$ cat src/rtl/stage1_if_prefetch_pkg.sv
// Shared widths and bus layouts for the IF prefetch stage.
// br_bus is {cancel, taken, target}; fs_to_ds_bus is {inst, pc}.
package stage1_if_prefetch_pkg;

  localparam int         WIDTH_BR_BUS       = 34;
  localparam int         WIDTH_FS_TO_DS_BUS = 64;
  localparam logic [1:0] INST_SIZE_WORD     = 2'b10;

  typedef struct packed {
    logic        cancel;
    logic        taken;
    logic [31:0] target;
  } br_bus_t;

  typedef struct packed {
    logic [31:0] inst;
    logic [31:0] pc;
  } fs_to_ds_t;

  function automatic logic [31:0] next_pc(input logic [31:0] pc);
    return pc + 32'd4;
  endfunction

endpackage

$ cat src/rtl/stage1_if_prefetch_fifo.sv
// Synchronous FIFO with flush.
// A push into a full FIFO is accepted when a pop happens in the same cycle.
module sync_fifo #(
  parameter int WIDTH = 32,
  parameter int DEPTH = 4,
  parameter int CW    = $clog2(DEPTH + 1)
) (
  input  logic             clk,
  input  logic             reset,
  input  logic             push,
  input  logic             pop,
  input  logic             flush,
  input  logic [WIDTH-1:0] din,
  output logic [WIDTH-1:0] dout,
  output logic [CW-1:0]    count,
  output logic             full,
  output logic             empty
);

  localparam int AW = (DEPTH > 1) ? $clog2(DEPTH) : 1;

  logic [WIDTH-1:0] mem [DEPTH];
  logic [AW-1:0]    rd_ptr, wr_ptr;
  logic             do_push, do_pop;

  function automatic logic [AW-1:0] ptr_inc(input logic [AW-1:0] p);
    return (p == AW'(DEPTH - 1)) ? '0 : p + AW'(1);
  endfunction

  assign empty   = (count == '0);
  assign full    = (count == CW'(DEPTH));
  assign do_pop  = pop && !empty;
  assign do_push = push && (!full || do_pop);
  assign dout    = mem[rd_ptr];

  always_ff @(posedge clk) begin
    if (reset || flush) begin
      rd_ptr <= '0;
      wr_ptr <= '0;
      count  <= '0;
    end else begin
      if (do_push) wr_ptr <= ptr_inc(wr_ptr);
      if (do_pop)  rd_ptr <= ptr_inc(rd_ptr);
      count <= count + CW'(do_push) - CW'(do_pop);
    end
  end

  always_ff @(posedge clk) begin
    if (do_push && !flush) mem[wr_ptr] <= din;
  end

endmodule

$ cat src/rtl/stage1_if_prefetch.sv
// IF stage: pipelined fetches on the req/addr_ok/data_ok bus into an instruction queue,
// with branch redirect, queue flush and discard of stale in-flight responses.
module stage1_if_prefetch
  import stage1_if_prefetch_pkg::*;
#(
  parameter logic [31:0] RESET_PC        = 32'h1C000000,
  parameter int          BUF_DEPTH       = 4,
  parameter int          MAX_OUTSTANDING = 2
) (
  input  logic                          clk,
  input  logic                          reset,
  input  logic                          ds_allow_in,
  input  logic [WIDTH_BR_BUS-1:0]       br_bus,
  output logic                          fs_to_ds_valid,
  output logic [WIDTH_FS_TO_DS_BUS-1:0] fs_to_ds_bus,
  output logic                          inst_sram_req,
  output logic                          inst_sram_wr,
  output logic [1:0]                    inst_sram_size,
  output logic [3:0]                    inst_sram_wstrb,
  output logic [31:0]                   inst_sram_addr,
  output logic [31:0]                   inst_sram_wdata,
  input  logic                          inst_sram_addr_ok,
  input  logic                          inst_sram_data_ok,
  input  logic [31:0]                   inst_sram_rdata
);

  localparam int QCW = $clog2(BUF_DEPTH + 1);
  localparam int TCW = $clog2(MAX_OUTSTANDING + 1);
  localparam int CW  = QCW + 1;

  br_bus_t       br;
  logic          redirect;
  logic [31:0]   fetch_pc, pend_pc, tag_pc;
  logic          pend_vld, req_held;
  logic [CW-1:0] outstanding, outstanding_nxt, discard_cnt;
  logic          accept, credit, held_now, q_push, q_pop;
  logic [QCW-1:0] q_count;
  logic          q_full, q_empty;
  logic [TCW-1:0] tag_count;
  logic          tag_full, tag_empty;
  fs_to_ds_t     q_din, q_dout;
  logic          unused_fifo_flags;

  assign br       = br_bus;
  assign redirect = br.taken | br.cancel;

  // Credit counts in-flight words against queue space so every response has a slot.
  assign credit = (outstanding < CW'(MAX_OUTSTANDING)) &&
                  ((CW'(q_count) + outstanding) < CW'(BUF_DEPTH));

  assign inst_sram_req   = !reset && (req_held || credit);
  assign inst_sram_addr  = fetch_pc;
  assign inst_sram_wr    = 1'b0;
  assign inst_sram_size  = INST_SIZE_WORD;
  assign inst_sram_wstrb = 4'h0;
  assign inst_sram_wdata = 32'h0;

  assign accept          = inst_sram_req && inst_sram_addr_ok;
  assign held_now        = inst_sram_req && !inst_sram_addr_ok;
  assign outstanding_nxt = outstanding + CW'(accept) - CW'(inst_sram_data_ok);

  assign q_push         = inst_sram_data_ok && (discard_cnt == '0) && !redirect;
  assign fs_to_ds_valid = !q_empty && !br.taken;
  assign q_pop          = fs_to_ds_valid && ds_allow_in;
  assign q_din          = '{inst: inst_sram_rdata, pc: tag_pc};
  assign fs_to_ds_bus   = q_dout;

  assign unused_fifo_flags = q_full ^ tag_full ^ tag_empty ^ (^tag_count);

  sync_fifo #(.WIDTH(32), .DEPTH(MAX_OUTSTANDING), .CW(TCW)) u_tag_fifo (
    .clk   (clk),
    .reset (reset),
    .push  (accept),
    .pop   (inst_sram_data_ok),
    .flush (1'b0),
    .din   (inst_sram_addr),
    .dout  (tag_pc),
    .count (tag_count),
    .full  (tag_full),
    .empty (tag_empty)
  );

  sync_fifo #(.WIDTH(WIDTH_FS_TO_DS_BUS), .DEPTH(BUF_DEPTH), .CW(QCW)) u_inst_q (
    .clk   (clk),
    .reset (reset),
    .push  (q_push),
    .pop   (q_pop),
    .flush (redirect),
    .din   (q_din),
    .dout  (q_dout),
    .count (q_count),
    .full  (q_full),
    .empty (q_empty)
  );

  always_ff @(posedge clk) begin
    if (reset) begin
      fetch_pc    <= RESET_PC;
      pend_pc     <= 32'h0;
      pend_vld    <= 1'b0;
      req_held    <= 1'b0;
      outstanding <= '0;
      discard_cnt <= '0;
    end else begin
      req_held    <= held_now;
      outstanding <= outstanding_nxt;

      // A still-held request belongs to the old stream, so it is counted now.
      if (redirect)
        discard_cnt <= outstanding_nxt + CW'(held_now);
      else if (inst_sram_data_ok && (discard_cnt != '0))
        discard_cnt <= discard_cnt - CW'(1);

      // The held address must stay stable, so a redirect during a hold is parked.
      if (br.taken) begin
        if (held_now) begin
          pend_vld <= 1'b1;
          pend_pc  <= br.target;
        end else begin
          fetch_pc <= br.target;
          pend_vld <= 1'b0;
        end
      end else if (accept) begin
        if (pend_vld) begin
          fetch_pc <= pend_pc;
          pend_vld <= 1'b0;
        end else begin
          fetch_pc <= next_pc(fetch_pc);
        end
      end
    end
  end

endmodule

$ cat config.mk
export PLATFORM = sky130hd
export DESIGN_NAME = stage1_if_prefetch
export DESIGN_NICKNAME = d
export VERILOG_FILES = /design/src/rtl/stage1_if_prefetch_pkg.sv /design/src/rtl/stage1_if_prefetch_fifo.sv /design/src/rtl/stage1_if_prefetch.sv
export SDC_FILE = /design/constraint.sdc
export NUM_CORES = 1
export LEC_CHECK = 0
export ABC_AREA = 1
export CAP_MARGIN = 20
export CORE_AREA = 2 2 178 180
export DETAILED_ROUTE_END_ITERATION = 12
export DIE_AREA = 0 0 180 182
export DONT_BUFFER_PORTS = 1
export PLACE_DENSITY = 0.71
export SLEW_MARGIN = 10
export SYNTH_ARGS = -nofsm -noshare
export SYNTH_HDL_FRONTEND = slang
export SYNTH_SLANG_ARGS = --single-unit
$ cat constraint.sdc
create_clock -name clk -period 5.9 [get_ports clk]
set_input_delay 1.77 -clock clk [delete_from_list [all_inputs] [get_ports clk]]
set_output_delay 1.77 -clock clk [all_outputs]
set_load 0.02 [all_outputs]
# Yosys cells after proc, flatten, opt, wreduce, memory -nomap -nowiden
# Memories as Yosys holds them, arrays and structs flattened. A register that Yosys moved wholly into a read port is not among the register bits.
# Cells that the tools add are included.
# totals
register_bits,85
latch_bits,0
ramBits,320
romBits,0
out_inout_bits,137
wordCells,91
mem_count,2
# memory_table
memory,depth,word_bits,read_ports,rd_ports_with_merged_regs,write_ports,line,source
u_inst_q.mem,4,64,1,1,1,stage1_if_prefetch_fifo.sv:22,logic [WIDTH-1:0] mem [DEPTH];
u_tag_fifo.mem,2,32,1,1,1,stage1_if_prefetch_fifo.sv:22,
# classes
add_sub_neg,14
multipliers,0
div,0
order_cmp,2
eq_ne,5
n_shift,0
n_mux,21
n_bitwise,1
n_reduce_logical,34
# op_table
op,n
two-way mux 32 bit,4
"adder 32 x 3 -> 32 bit, second input constant",1
logical AND 1 bit,14
two-way mux 1 bit,11
adder 4 x 1 -> 4 bit,2
logical NOT 1 bit,8
two-way mux 2 bit,4
two-way mux 4 bit,2
"equality test 2 bit, second input constant",3
"adder 2 x 1 -> 2 bit, second input constant",2
adder 3 x 4 -> 4 bit,1
logical NOT 4 bit,1
logical OR 1 bit,4
"< comparator 4 x 2 -> 1 bit, second input constant",1
"< comparator 4 x 3 -> 1 bit, second input constant",1
AND reduction 2 bit,2
nonzero test 2 bit,2
nonzero test 4 bit,1
subtractor 4 x 1 -> 4 bit,1
"subtractor 4 x 1 -> 4 bit, second input constant",1
adder 3 x 1 -> 3 bit,1
"equality test 3 bit, second input constant",1
logical NOT 3 bit,1
subtractor 3 x 1 -> 3 bit,1
other kinds (6),7

# Logic depth before layout (Yosys ltp)
# Gate-level depths: netlist of run 1.
# logic_depth
word_depth,10
mapped_depth,18
depth_no_buf,18

# Cells and area by module
# From an unflattened synthesis of run 1, not the netlist that was laid out.
# hier_totals
cells_unflattened,1614
hier_area_um2,17695.7
# by_module_without_submodules
module,n_inst,cells_each,area_each_um2
sync_fifo (u_inst_q),1,690,10004.6
stage1_if_prefetch,1,783,4958.5
sync_fifo (u_tag_fifo),1,141,2732.6

# Worst setup path after synthesis of run 1
# OpenSTA, ideal clock, no wires.
# synth_timing
path_kind,in2reg
start,input port br_bus[32]
end,"memory u_inst_q.mem[0][0] in the netlist's numbering, enable pin"
t_arrival_ns,5.378
setup_slack_ns,0.035
stages,6
n_path_buf,1
cell_sequence,buf_2 -> nor2_1 -> nand2_1 -> nand3_1 -> nand2_1 -> nor2_1
# synth_via
elab_chain_cells,9
# synth_lines
element,line,source
start: declaration,stage1_if_prefetch.sv:13,"input logic [WIDTH_BR_BUS-1:0] br_bus,"
logical NOT 1 bit,stage1_if_prefetch.sv:63,assign fs_to_ds_valid = !q_empty && !br.taken;
logical AND 1 bit,stage1_if_prefetch.sv:63,
named net fs_to_ds_valid,stage1_if_prefetch.sv:14,"output logic fs_to_ds_valid,"
logical AND 1 bit,stage1_if_prefetch.sv:64,assign q_pop = fs_to_ds_valid && ds_allow_in;
logical AND 1 bit,stage1_if_prefetch_fifo.sv:32,assign do_pop = pop && !empty;
logical OR 1 bit,stage1_if_prefetch_fifo.sv:33,assign do_push = push && (!full || do_pop);
logical AND 1 bit,stage1_if_prefetch_fifo.sv:33,
logical AND 1 bit,stage1_if_prefetch_fifo.sv:49,if (do_push && !flush) mem[wr_ptr] <= din;
two-way mux 1 bit,stage1_if_prefetch_fifo.sv:49,
two-way mux 1 bit (implied by the code),stage1_if_prefetch_fifo.sv:49,
end: declaration,stage1_if_prefetch_fifo.sv:22,
# The timed path passes the listed nets, and every way through them passes these cells.

==> flow_summary.json, run 1 <==
{
  "grt_pass1_wl_um": 57400,
  "cp-end-kind": "output pin",
  "ys.flop_type": "edfxtp_1",
  "path_clk_slew_ns": 0.06,
  "cts_buffer_depth": 3,
  "drt_wl_total_um": 36700,
  "p_sw_mw": 1.89,
  "ys_seq_elements": 408,
  "drc_errors": 0,
  "yosys.area.top_type_share_pct": 55.5,
  "layout_min_cycle_time_ns": 4.75,
  "max_freq_mhz": 211,
  "ys_seq_area_share_pct": 65.7,
  "fin_setup_tns_ns": 0,
  "postSynthAreaPerCell_um2": 10.8,
  "io_pins": 208,
  "track_usage_pct": 22.0,
  "dp_hpwl_um": 22500,
  "hold_buffers": 0,
  "powerDensity_nw_per_um2": 377,
  "p_int_mw": 5.22,
  "ctsRootBufferMaster": "clkbuf_16",
  "crit_required_ns": 4.13,
  "p_total_mw": 7.11,
  "clock_latency_ns": 0.54,
  "core_um2": 31000,
  "vdd_drop_max_uv": 251,
  "drt-initial-drc-count": 1104,
  "synthToLayoutAreaGrowth_pct": 8.89,
  "synthCells": 1602,
  "cts_max_level": 2,
  "synth_cell_types": 43,
  "placed_cells": 1943,
  "drv_cap": 0,
  "antenna_left": 0,
  "gp_congestion": 0.988,
  "cts_made_buffers": 41,
  "status": "completed",
  "finalNetCount": 1679,
  "vias": 11300,
  "hold_viol": 0,
  "via_per_inst": 5.62,
  "antenna_found_initial": 0,
  "wl_met1_um": 15400,
  "p_seq_share_pct": 50.6,
  "min_path_type": "reg -> reg",
  "setup_viol": 0,
  "crit_arrival_ns": 2.98,
  "initial_core_util_pct": 55.9,
  "wl_met3_um": 3760,
  "power_leakage_nw": 7.05,
  "synth_edf_count": 320,
  "path_class": "reg -> out",
  "layout_common_cells": "320 x edfxtp_1, 225 x nor2_1, 220 x nand2_1",
  "synth_area_um2": 17300,
  "swShare_pct": 26.6,
  "drive_gt1_share_pct": 7.80,
  "synth_area_leaders": "edfxtp_1 56%, dfxtp_1 10%, nor2_1 5.0%, nand2_1 4.8%, o21ai_0 4.6%",
  "rsz0062_at_grt": "no",
  "drtPass1Iterations": 6,
  "ctsResizeCount": 0,
  "timing.final.crit_share_pct": 80.5,
  "async_flop_share_pct": 0,
  "synth.yosys.warnings": 0,
  "grt_start_max_net_pins": 69,
  "dr_wl_met2_um": 16800,
  "reg2reg_from": "u_inst_q.count[2]",
  "antennaDiodeCount": 0,
  "place.port_buffers": 0,
  "rows": 65,
  "post_cts_buffers": 0,
  "comb_power_share_pct": 13.0,
  "tightest_slew_ns": 0.953,
  "dieHeight_um": 182,
  "skew_ns": 0.0135,
  "overflow": 0,
  "top_layer_used": "met4",
  "hold_path_startpoint": "u_tag_fifo.rd_ptr",
  "p_clk_share_pct": 36.4,
  "final_common_cell": "edfxtp_1",
  "synth_top_area_cell": "edfxtp_1",
  "fin_ws_ns": 1.15,
  "grt_pass1_vias": 10400,
  "layoutNonFillerInstCount": 2018,
  "slew_headroom_pct": 36.5,
  "cts_tree": "yes",
  "cp_max_fo": 62,
  "pre_cts_ws_ns": 1.63,
  "avgRoutedWirePerCell_um": 18.2,
  "dieArea_um2": 32800,
  "drv_slew": 0,
  "startpoint_type": "flip-flop",
  "die-width_um": 180,
  "cts.sinks": 408
}
cell families (layout without fill, tap and decap cells):
kind of cell             Yosys count  count (layout)  synth area share (%)
buffers and inverters            248             225                  6.53
AND/OR/NAND/NOR                  553             553                  13.1
AO/OA/AOI/OAI                    321             321                  10.0
XOR/XNOR                          12              12                 0.607
multiplexers                      34              34                  2.20
flip-flops                       408             408                  65.7
other                              2              39                0.0434
adder cells (fa/ha/maj)           24              24                  1.82
critical path: stages, from the launching register on:
cell	delay, ns
dfxtp_4	0.72
clkinv_2	0.68
buf_4	0.50
o21ai_0	0.23
o22ai_1	0.26
synthesized netlist by cell type, types with 3 or more instances:
master / n
clkinv_1: 4
edfxtp_1: 320
nor2_1: 231
nand3b_1: 4
buf_4: 43
nand2_1: 220
o22ai_1: 64
o21ai_1: 11
xor2_1: 8
dfxtp_1: 88
buf_1: 8
inv_1: 128
o21bai_1: 7
nand3_1: 78
buf_6: 4
clkbuf_1: 54
mux2_2: 32
xnor2_1: 4
o21ai_0: 158
nand4_1: 7
ha_1: 22
buf_2: 6
a21oi_1: 71
nor3_1: 3
routing by layer:
layer / GRT usage, % / vias up
li1: - / 5431
met4: 5.69 / 0
met5: 0 / -
met2: 34.4 / 499
met3: 5.46 / 60
met1: 31.0 / 5354
path summary, 6_finish.rpt:
| check | cells past startpoint | slack [ns] | to |
|---|---|---|---|
| worst max-delay path | 4 | 1.15 | fs_to_ds_bus[19] |
| worst min-delay path | 1 | 0.46 | u_tag_fifo.rd_ptr |
| worst max register to register | 16 | 2.46 | discard_cnt[3] |
| worst min register to register | 1 | 0.46 | u_tag_fifo.rd_ptr |
sequential cells by signal, indices dropped and copies added (netlist names), named ones only:
signal and count:
pend_pc 32, req_held 1, u_inst_q.rd_ptr 2, inst_sram_addr 32, u_inst_q.count 3, u_inst_q.mem 256, u_inst_q.wr_ptr 2, u_tag_fifo.count 2
pend_vld 1, discard_cnt 4, u_tag_fifo.mem 64, u_tag_fifo.rd_ptr 1, u_tag_fifo.wr_ptr 1, outstanding 4
through the flow:
step                      instance area (um2)  utilization [%]  hold WS, ns
after global placement                  17500             56.5        0.437
final                                   18900             60.8        0.464
after detailed placement                17500             56.5        0.455
after floorplan                         17500                -        0.426
after CTS                               18900             60.8        0.465
after global routing                    18900             60.8        0.483
power groups by stage:
| stage | registers, mW | logic [mW] | clock network (mW) |
|---|---|---|---|
| after floorplan | 3.58 | 0.750 | 0 |
| after global placement | 3.65 | 0.895 | 0 |
| after detailed placement | 3.66 | 0.914 | 0 |
| after CTS | 3.60 | 0.922 | 2.63 |
| after global routing | 3.62 | 1.04 | 2.74 |
| final | 3.60 | 0.928 | 2.59 |
cell type report:
cell class	instances	area, um2
fillers	2419	12100
flip-flops and latches	408	11400
multi-input cells	983	4980
clock buffers	54	1110
well taps	402	503
inverters	133	502
clock inverters	21	253
repair buffers	17	128
Power figures use the tool's default switching activity.
==> run 2, diff against run 1 <==
--- a/config.mk
+++ b/config.mk
@@ -7,11 +7,11 @@
 export LEC_CHECK = 0
 export ABC_AREA = 1
 export CAP_MARGIN = 20
-export CORE_AREA = 2 2 178 180
+export CORE_AREA = 2 2 171 173
 export DETAILED_ROUTE_END_ITERATION = 12
-export DIE_AREA = 0 0 180 182
+export DIE_AREA = 0 0 173 175
 export DONT_BUFFER_PORTS = 1
-export PLACE_DENSITY = 0.71
+export PLACE_DENSITY = 0.74
 export SLEW_MARGIN = 10
 export SYNTH_ARGS = -nofsm -noshare
 export SYNTH_HDL_FRONTEND = slang
==> constraint.sdc (replaced) <==
create_clock -name clk -period 4.75 [get_ports clk]
set_input_delay 1.425 -clock clk [delete_from_list [all_inputs] [get_ports clk]]
set_output_delay 1.425 -clock clk [all_outputs]
set_load 0.02 [all_outputs]
==> run 2 against run 1 <==
Utilization grew 5.5 points. Routed wire length shrank 0.62%. Sequential cell count is the same. Non-clock buffer count grew 1. Sequential power grew 24%. Highest routed layer unchanged. Cell count shrank 0.84%. Die area shrank 7.6%.
==> flow_summary.json, run 2 (same netlist as run 1, synthesis figures left out) <==
{
  "cts_made_buffers": 42,
  "dp_hpwl_um": 22700,
  "powerDensity_nw_per_um2": 460,
  "path_clk_slew_ns": 0.06,
  "slew_headroom_pct": 42.2,
  "hold_viol": 0,
  "via_per_inst": 5.69,
  "drtPass1Iterations": 6,
  "reg2reg_from": "u_inst_q.count[2]",
  "antenna_found_initial": 0,
  "cts_tree": "yes",
  "hold_buffers": 0,
  "grt_pass1_wl_um": 57800,
  "pre_cts_ws_ns": 1.06,
  "rows": 62,
  "ctsRootBufferMaster": "clkbuf_16",
  "gp_congestion": 0.866,
  "fin_ws_ns": 0.650,
  "min_path_type": "reg -> reg",
  "final_common_cell": "edfxtp_1",
  "worst_r2r_path_depth": 16,
  "drc_errors": 0,
  "tightest_slew_ns": 0.865,
  "r2r_end": "discard_cnt[3]",
  "multiInputGateArea_um2": 4980,
  "io_pins": 208,
  "num-fill-cells": 2172,
  "place.port_buffers": 0,
  "min_path_cells": 1,
  "p_sw_mw": 2.34,
  "p_clk_share_pct": 35.2,
  "die-width_um": 173,
  "largest_reg_flops": 256,
  "post_cts_buffers": 0,
  "overflow": 0,
  "track_usage_pct": 24.0,
  "drt_wl_total_um": 36500,
  "path_cells": "buf_4 > o21ai_0 > o22ai_1",
  "hold_ws_ns": 0.462,
  "clock_latency_ns": 0.54,
  "cp_max_fo": 68,
  "top_register": "u_inst_q.mem",
  "avgRoutedWirePerCell_um": 18.2,
  "dieHeight_um": 175,
  "cts_max_level": 2,
  "drv_cap": 0,
  "finalNetCount": 1681,
  "layout_common_cells": "320 x edfxtp_1, 225 x nor2_1, 220 x nand2_1",
  "ff_latch_area_um2": 11400,
  "p_seq_share_pct": 51.6,
  "regToRegSetupSlack_ns": 1.35,
  "cpPeakStageDelay_ns": 0.79,
  "path_class": "reg -> out",
  "dieArea_um2": 30300,
  "vdd_drop_max_uv": 320,
  "core_um2": 28400,
  "startpoint_type": "flip-flop",
  "fin_setup_tns_ns": 0,
  "cp-end-kind": "output pin",
  "grt_start_max_net_pins": 75,
  "cts_buffer_depth": 3,
  "swShare_pct": 27.0,
  "antennaDiodeCount": 0,
  "cts.sinks": 408,
  "drive_gt1_share_pct": 7.92,
  "drv_slew": 0,
  "skew_ns": 0.0173,
  "placed_cells": 1925,
  "status": "completed",
  "layoutNonFillerInstCount": 2001,
  "comb_power_share_pct": 13.2,
  "top_regs": "u_inst_q.mem (256), u_tag_fifo.mem (64)",
  "hold_end": "u_tag_fifo.rd_ptr",
  "hold_path_startpoint": "u_tag_fifo.rd_ptr",
  "crit_required_ns": 3.32,
  "power_leakage_nw": 7.05,
  "initial_core_util_pct": 61.0,
  "layout_min_cycle_time_ns": 4.10,
  "timing.final.crit_share_pct": 86.3,
  "crit_arrival_ns": 2.68,
  "p_int_mw": 6.32,
  "vias": 11400,
  "rsz0062_at_grt": "no",
  "cp_slowest_cell": "dfxtp_4",
  "ctsResizeCount": 0,
  "max_freq_mhz": 244,
  "synthToLayoutAreaGrowth_pct": 8.80,
  "drt-initial-drc-count": 1299,
  "grt_pass1_vias": 10700,
  "antenna_left": 0,
  "setup_viol": 0
}
-- run 2: cell types whose count changed in the layout (fill, tap and decap cells not counted), sizes merged --
cell      previous run  this run
buf                 17        18
bufinv               5         0
clkbuf              54        58
clkinv              19        20
clkinvlp             2         1
inv                128       129
-- run 2: worst max-delay path by stage --
stage,startpoint,end,slack [ns],depth (start not counted)
2_1_floorplan,br_bus[32],u_inst_q.mem[0][0],-0.77,6
3_3_place_gp,br_bus[32],u_inst_q.count[2],1.11,10
3_5_place_dp,br_bus[32],u_inst_q.count[2],1.06,10
4_1_cts,flip-flop,fs_to_ds_bus[54],0.55,4
5_1_grt,flip-flop,fs_to_ds_bus[21],0.45,3
6_report,flip-flop,fs_to_ds_bus[15],0.65,3
-- run 2: through the flow --
stage / utilization, % / cell area [um2] / power (mW)
2_1_floorplan: - / 17500 / 5.38
3_3_place_gp: 61.7 / 17500 / 5.63
3_5_place_dp: 61.7 / 17500 / 5.67
4_1_cts: 66.2 / 18800 / 8.70
5_1_grt: 66.3 / 18800 / 9.03
6_report: 66.3 / 18800 / 8.66
-- run 2: layout make-up --
class | instances | area share (%)
clock buffer | 58 | 6.30
clock inverter | 17 | 0.538
inverter | 133 | 2.66
tap | 384 | 2.55
multi-input combinational | 983 | 26.5
sequential | 408 | 60.4
timing repair buffer | 18 | 1.09
-- run 2: power groups by stage --
stage | registers (mW) | clock network (mW) | logic (mW)
detailed placement | 4.54 | 0 | 1.13
floorplan | 4.45 | 0 | 0.932
global placement | 4.53 | 0 | 1.10
global route | 4.49 | 3.25 | 1.29
finish | 4.47 | 3.04 | 1.14
CTS | 4.47 | 3.09 | 1.14
-- run 2: routing by layer --
metal | track usage [%] | vias to the layer above | share of wire, %
li1 | - | 5436 | -
met5 | 0 | - | 0
met1 | 32.9 | 5413 | 42
met3 | 5.61 | 47 | 8.9
met2 | 38.5 | 486 | 47
met4 | 7.42 | 0 | 2.0
-- run 2: worst max-delay path, delay by kind of cell, from the launching register on --
family | cells | cell delay (ns)
flops | 1 | 0.79
buf+inv | 1 | 0.59
compound gates | 2 | 0.72
==> run 3, diff against run 2 <==
--- a/config.mk
+++ b/config.mk
@@ -7,11 +7,13 @@
 export LEC_CHECK = 0
 export ABC_AREA = 1
 export CAP_MARGIN = 20
-export CORE_AREA = 2 2 171 173
+export CELL_PAD_IN_SITES_DETAIL_PLACEMENT = 1
+export CELL_PAD_IN_SITES_GLOBAL_PLACEMENT = 1
+export CORE_AREA = 2 2 190 192
 export DETAILED_ROUTE_END_ITERATION = 12
-export DIE_AREA = 0 0 173 175
+export DIE_AREA = 0 0 192 194
 export DONT_BUFFER_PORTS = 1
-export PLACE_DENSITY = 0.74
+export PLACE_DENSITY = 0.75
 export SLEW_MARGIN = 10
 export SYNTH_ARGS = -nofsm -noshare
 export SYNTH_HDL_FRONTEND = slang
==> run 3 against run 2 <==
Clock power rose by 6.9%. Sequential cell count is the same. Cell count increased by 4.0%. Global-route usage is 1.5 points lower. Design area grew 0.87%. Clock-buffer cell count down 3. Critical path depth is the same. Power rose by 2.8%. Hold slack worse by 0.0064 ns. Critical path type unchanged. Critical endpoint is now fs_to_ds_bus[17]. Largest cell class unchanged.
==> flow_summary.json, run 3 (same netlist as run 1, synthesis figures left out) <==
{
  "cpPeakStageDelay_ns": 0.61,
  "drt-initial-drc-count": 575,
  "gp_congestion": 0.825,
  "dieArea_um2": 37200,
  "io_pins": 208,
  "drt_wl_total_um": 42000,
  "powerDensity_nw_per_um2": 468,
  "fin_setup_tns_ns": 0,
  "ctsRootBufferMaster": "clkbuf_16",
  "overflow": 0,
  "rows": 69,
  "tightest_slew_ns": 0.774,
  "cp_max_fo": 56,
  "antennaDiodeCount": 0,
  "largest_reg_flops": 256,
  "power_leakage_nw": 7.08,
  "via_per_inst": 5.46,
  "min_path_type": "reg -> reg",
  "top_regs": "u_inst_q.mem (256), u_tag_fifo.mem (64)",
  "drtPass1Iterations": 5,
  "p_total_mw": 8.90,
  "place.port_buffers": 0,
  "max_freq_mhz": 255,
  "clock_latency_ns": 0.56,
  "grt_start_max_net_pins": 76,
  "ctsResizeCount": 0,
  "fin_ws_ns": 0.824,
  "avgRoutedWirePerCell_um": 20.2,
  "drive_gt1_share_pct": 7.84,
  "antenna_left": 0,
  "cts.sinks": 408,
  "layout_min_cycle_time_ns": 3.93,
  "hold_buffers": 0,
  "cp_slowest_cell": "dfxtp_4",
  "timing.final.crit_share_pct": 82.6,
  "num-fill-cells": 3761,
  "setup_viol": 0,
  "track_usage_pct": 22.5,
  "final_common_cell": "edfxtp_1",
  "synthToLayoutAreaGrowth_pct": 9.75,
  "postLayoutCoreUtil_pct": 53.9,
  "regToRegSetupSlack_ns": 1.34,
  "cts_tree": "yes",
  "drv_slew": 0,
  "pre_cts_ws_ns": 0.993,
  "dieHeight_um": 194,
  "startpoint_type": "flip-flop",
  "core_um2": 35200,
  "crit_arrival_ns": 2.50,
  "antenna_found_initial": 0,
  "crit_required_ns": 3.32,
  "skew_ns": 0.0295,
  "path_class": "reg -> out",
  "grt_pass1_vias": 11700,
  "grt_pass1_wl_um": 65300,
  "layout_common_cells": "320 x edfxtp_1, 225 x nor2_1, 220 x nand2_1",
  "status": "completed",
  "finalNetCount": 1683,
  "vdd_drop_max_uv": 263,
  "post_cts_buffers": 0,
  "cts_made_buffers": 43,
  "top_register": "u_inst_q.mem",
  "path_cells": "buf_4 > o21ai_0 > o22ai_1",
  "layoutNonFillerInstCount": 2081,
  "die-width_um": 192,
  "cts_max_level": 2,
  "vias": 11400,
  "rsz0062_at_grt": "no",
  "drc_errors": 0,
  "slew_headroom_pct": 48.1,
  "initial_core_util_pct": 49.1,
  "path_clk_slew_ns": 0.06,
  "cp-end-kind": "output pin",
  "placed_cells": 2004,
  "drv_cap": 0,
  "cts_buffer_depth": 3,
  "hold_viol": 0,
  "dp_hpwl_um": 26600
}
## run 3: cell count changes in the layout (fill, tap and decap cells not counted), moves of 2 or more
cell       change
bufinv_16      +4
clkbuf_1       +2
clkbuf_8       -3
clkinv_1       +2
## run 3: critical path, delay by kind of cell, from the launching register on
kind | cells | cell delay (ns)
AO/OA/AOI/OAI | 2 | 0.78
flip-flops | 1 | 0.61
buffers and inverters | 1 | 0.56
## run 3: area by class of cell
type	instances	area, um2	share of cell area [%]
Timing Repair Buffer	19	205	1.08
Multi-Input combinational cell	983	4980	26.2
Tap cell	461	577	3.04
Sequential cell	408	11400	59.9
Clock inverter	22	235	1.24
Clock buffer	55	1120	5.90
Inverter	133	502	2.64
## run 3: routing by layer
metal	global-route usage, %	vias to the layer above	routed length [um]
met5	0	-	0
met4	5.48	0	765
met3	4.90	49	2780
met2	38.9	279	20700
met1	28.7	5597	17800
li1	-	5438	-
## run 3: metrics by stage
stage               instance area, um2  hold WS (ns)
floorplan                        17500         0.426
global placement                 17600         0.437
detailed placement               17600         0.447
CTS                              19000         0.458
global route                     19000         0.489
finish                           19000         0.455
## run 3: path summary, 6_finish.rpt
check / startpoint / to / depth (start not counted)
max: flip-flop / fs_to_ds_bus[17] / 3
max reg2reg: u_inst_q.count[2] / discard_cnt[3] / 16
min reg2reg: u_tag_fifo.rd_ptr / u_tag_fifo.rd_ptr / 1
min: u_tag_fifo.rd_ptr / u_tag_fifo.rd_ptr / 1
## run 3: report_power, final
part | switching (mW) | internal, mW
Combinational | 0.782 | 0.386
Clock | 1.36 | 1.90
Sequential | 0.293 | 4.18
Total | 2.43 | 6.47
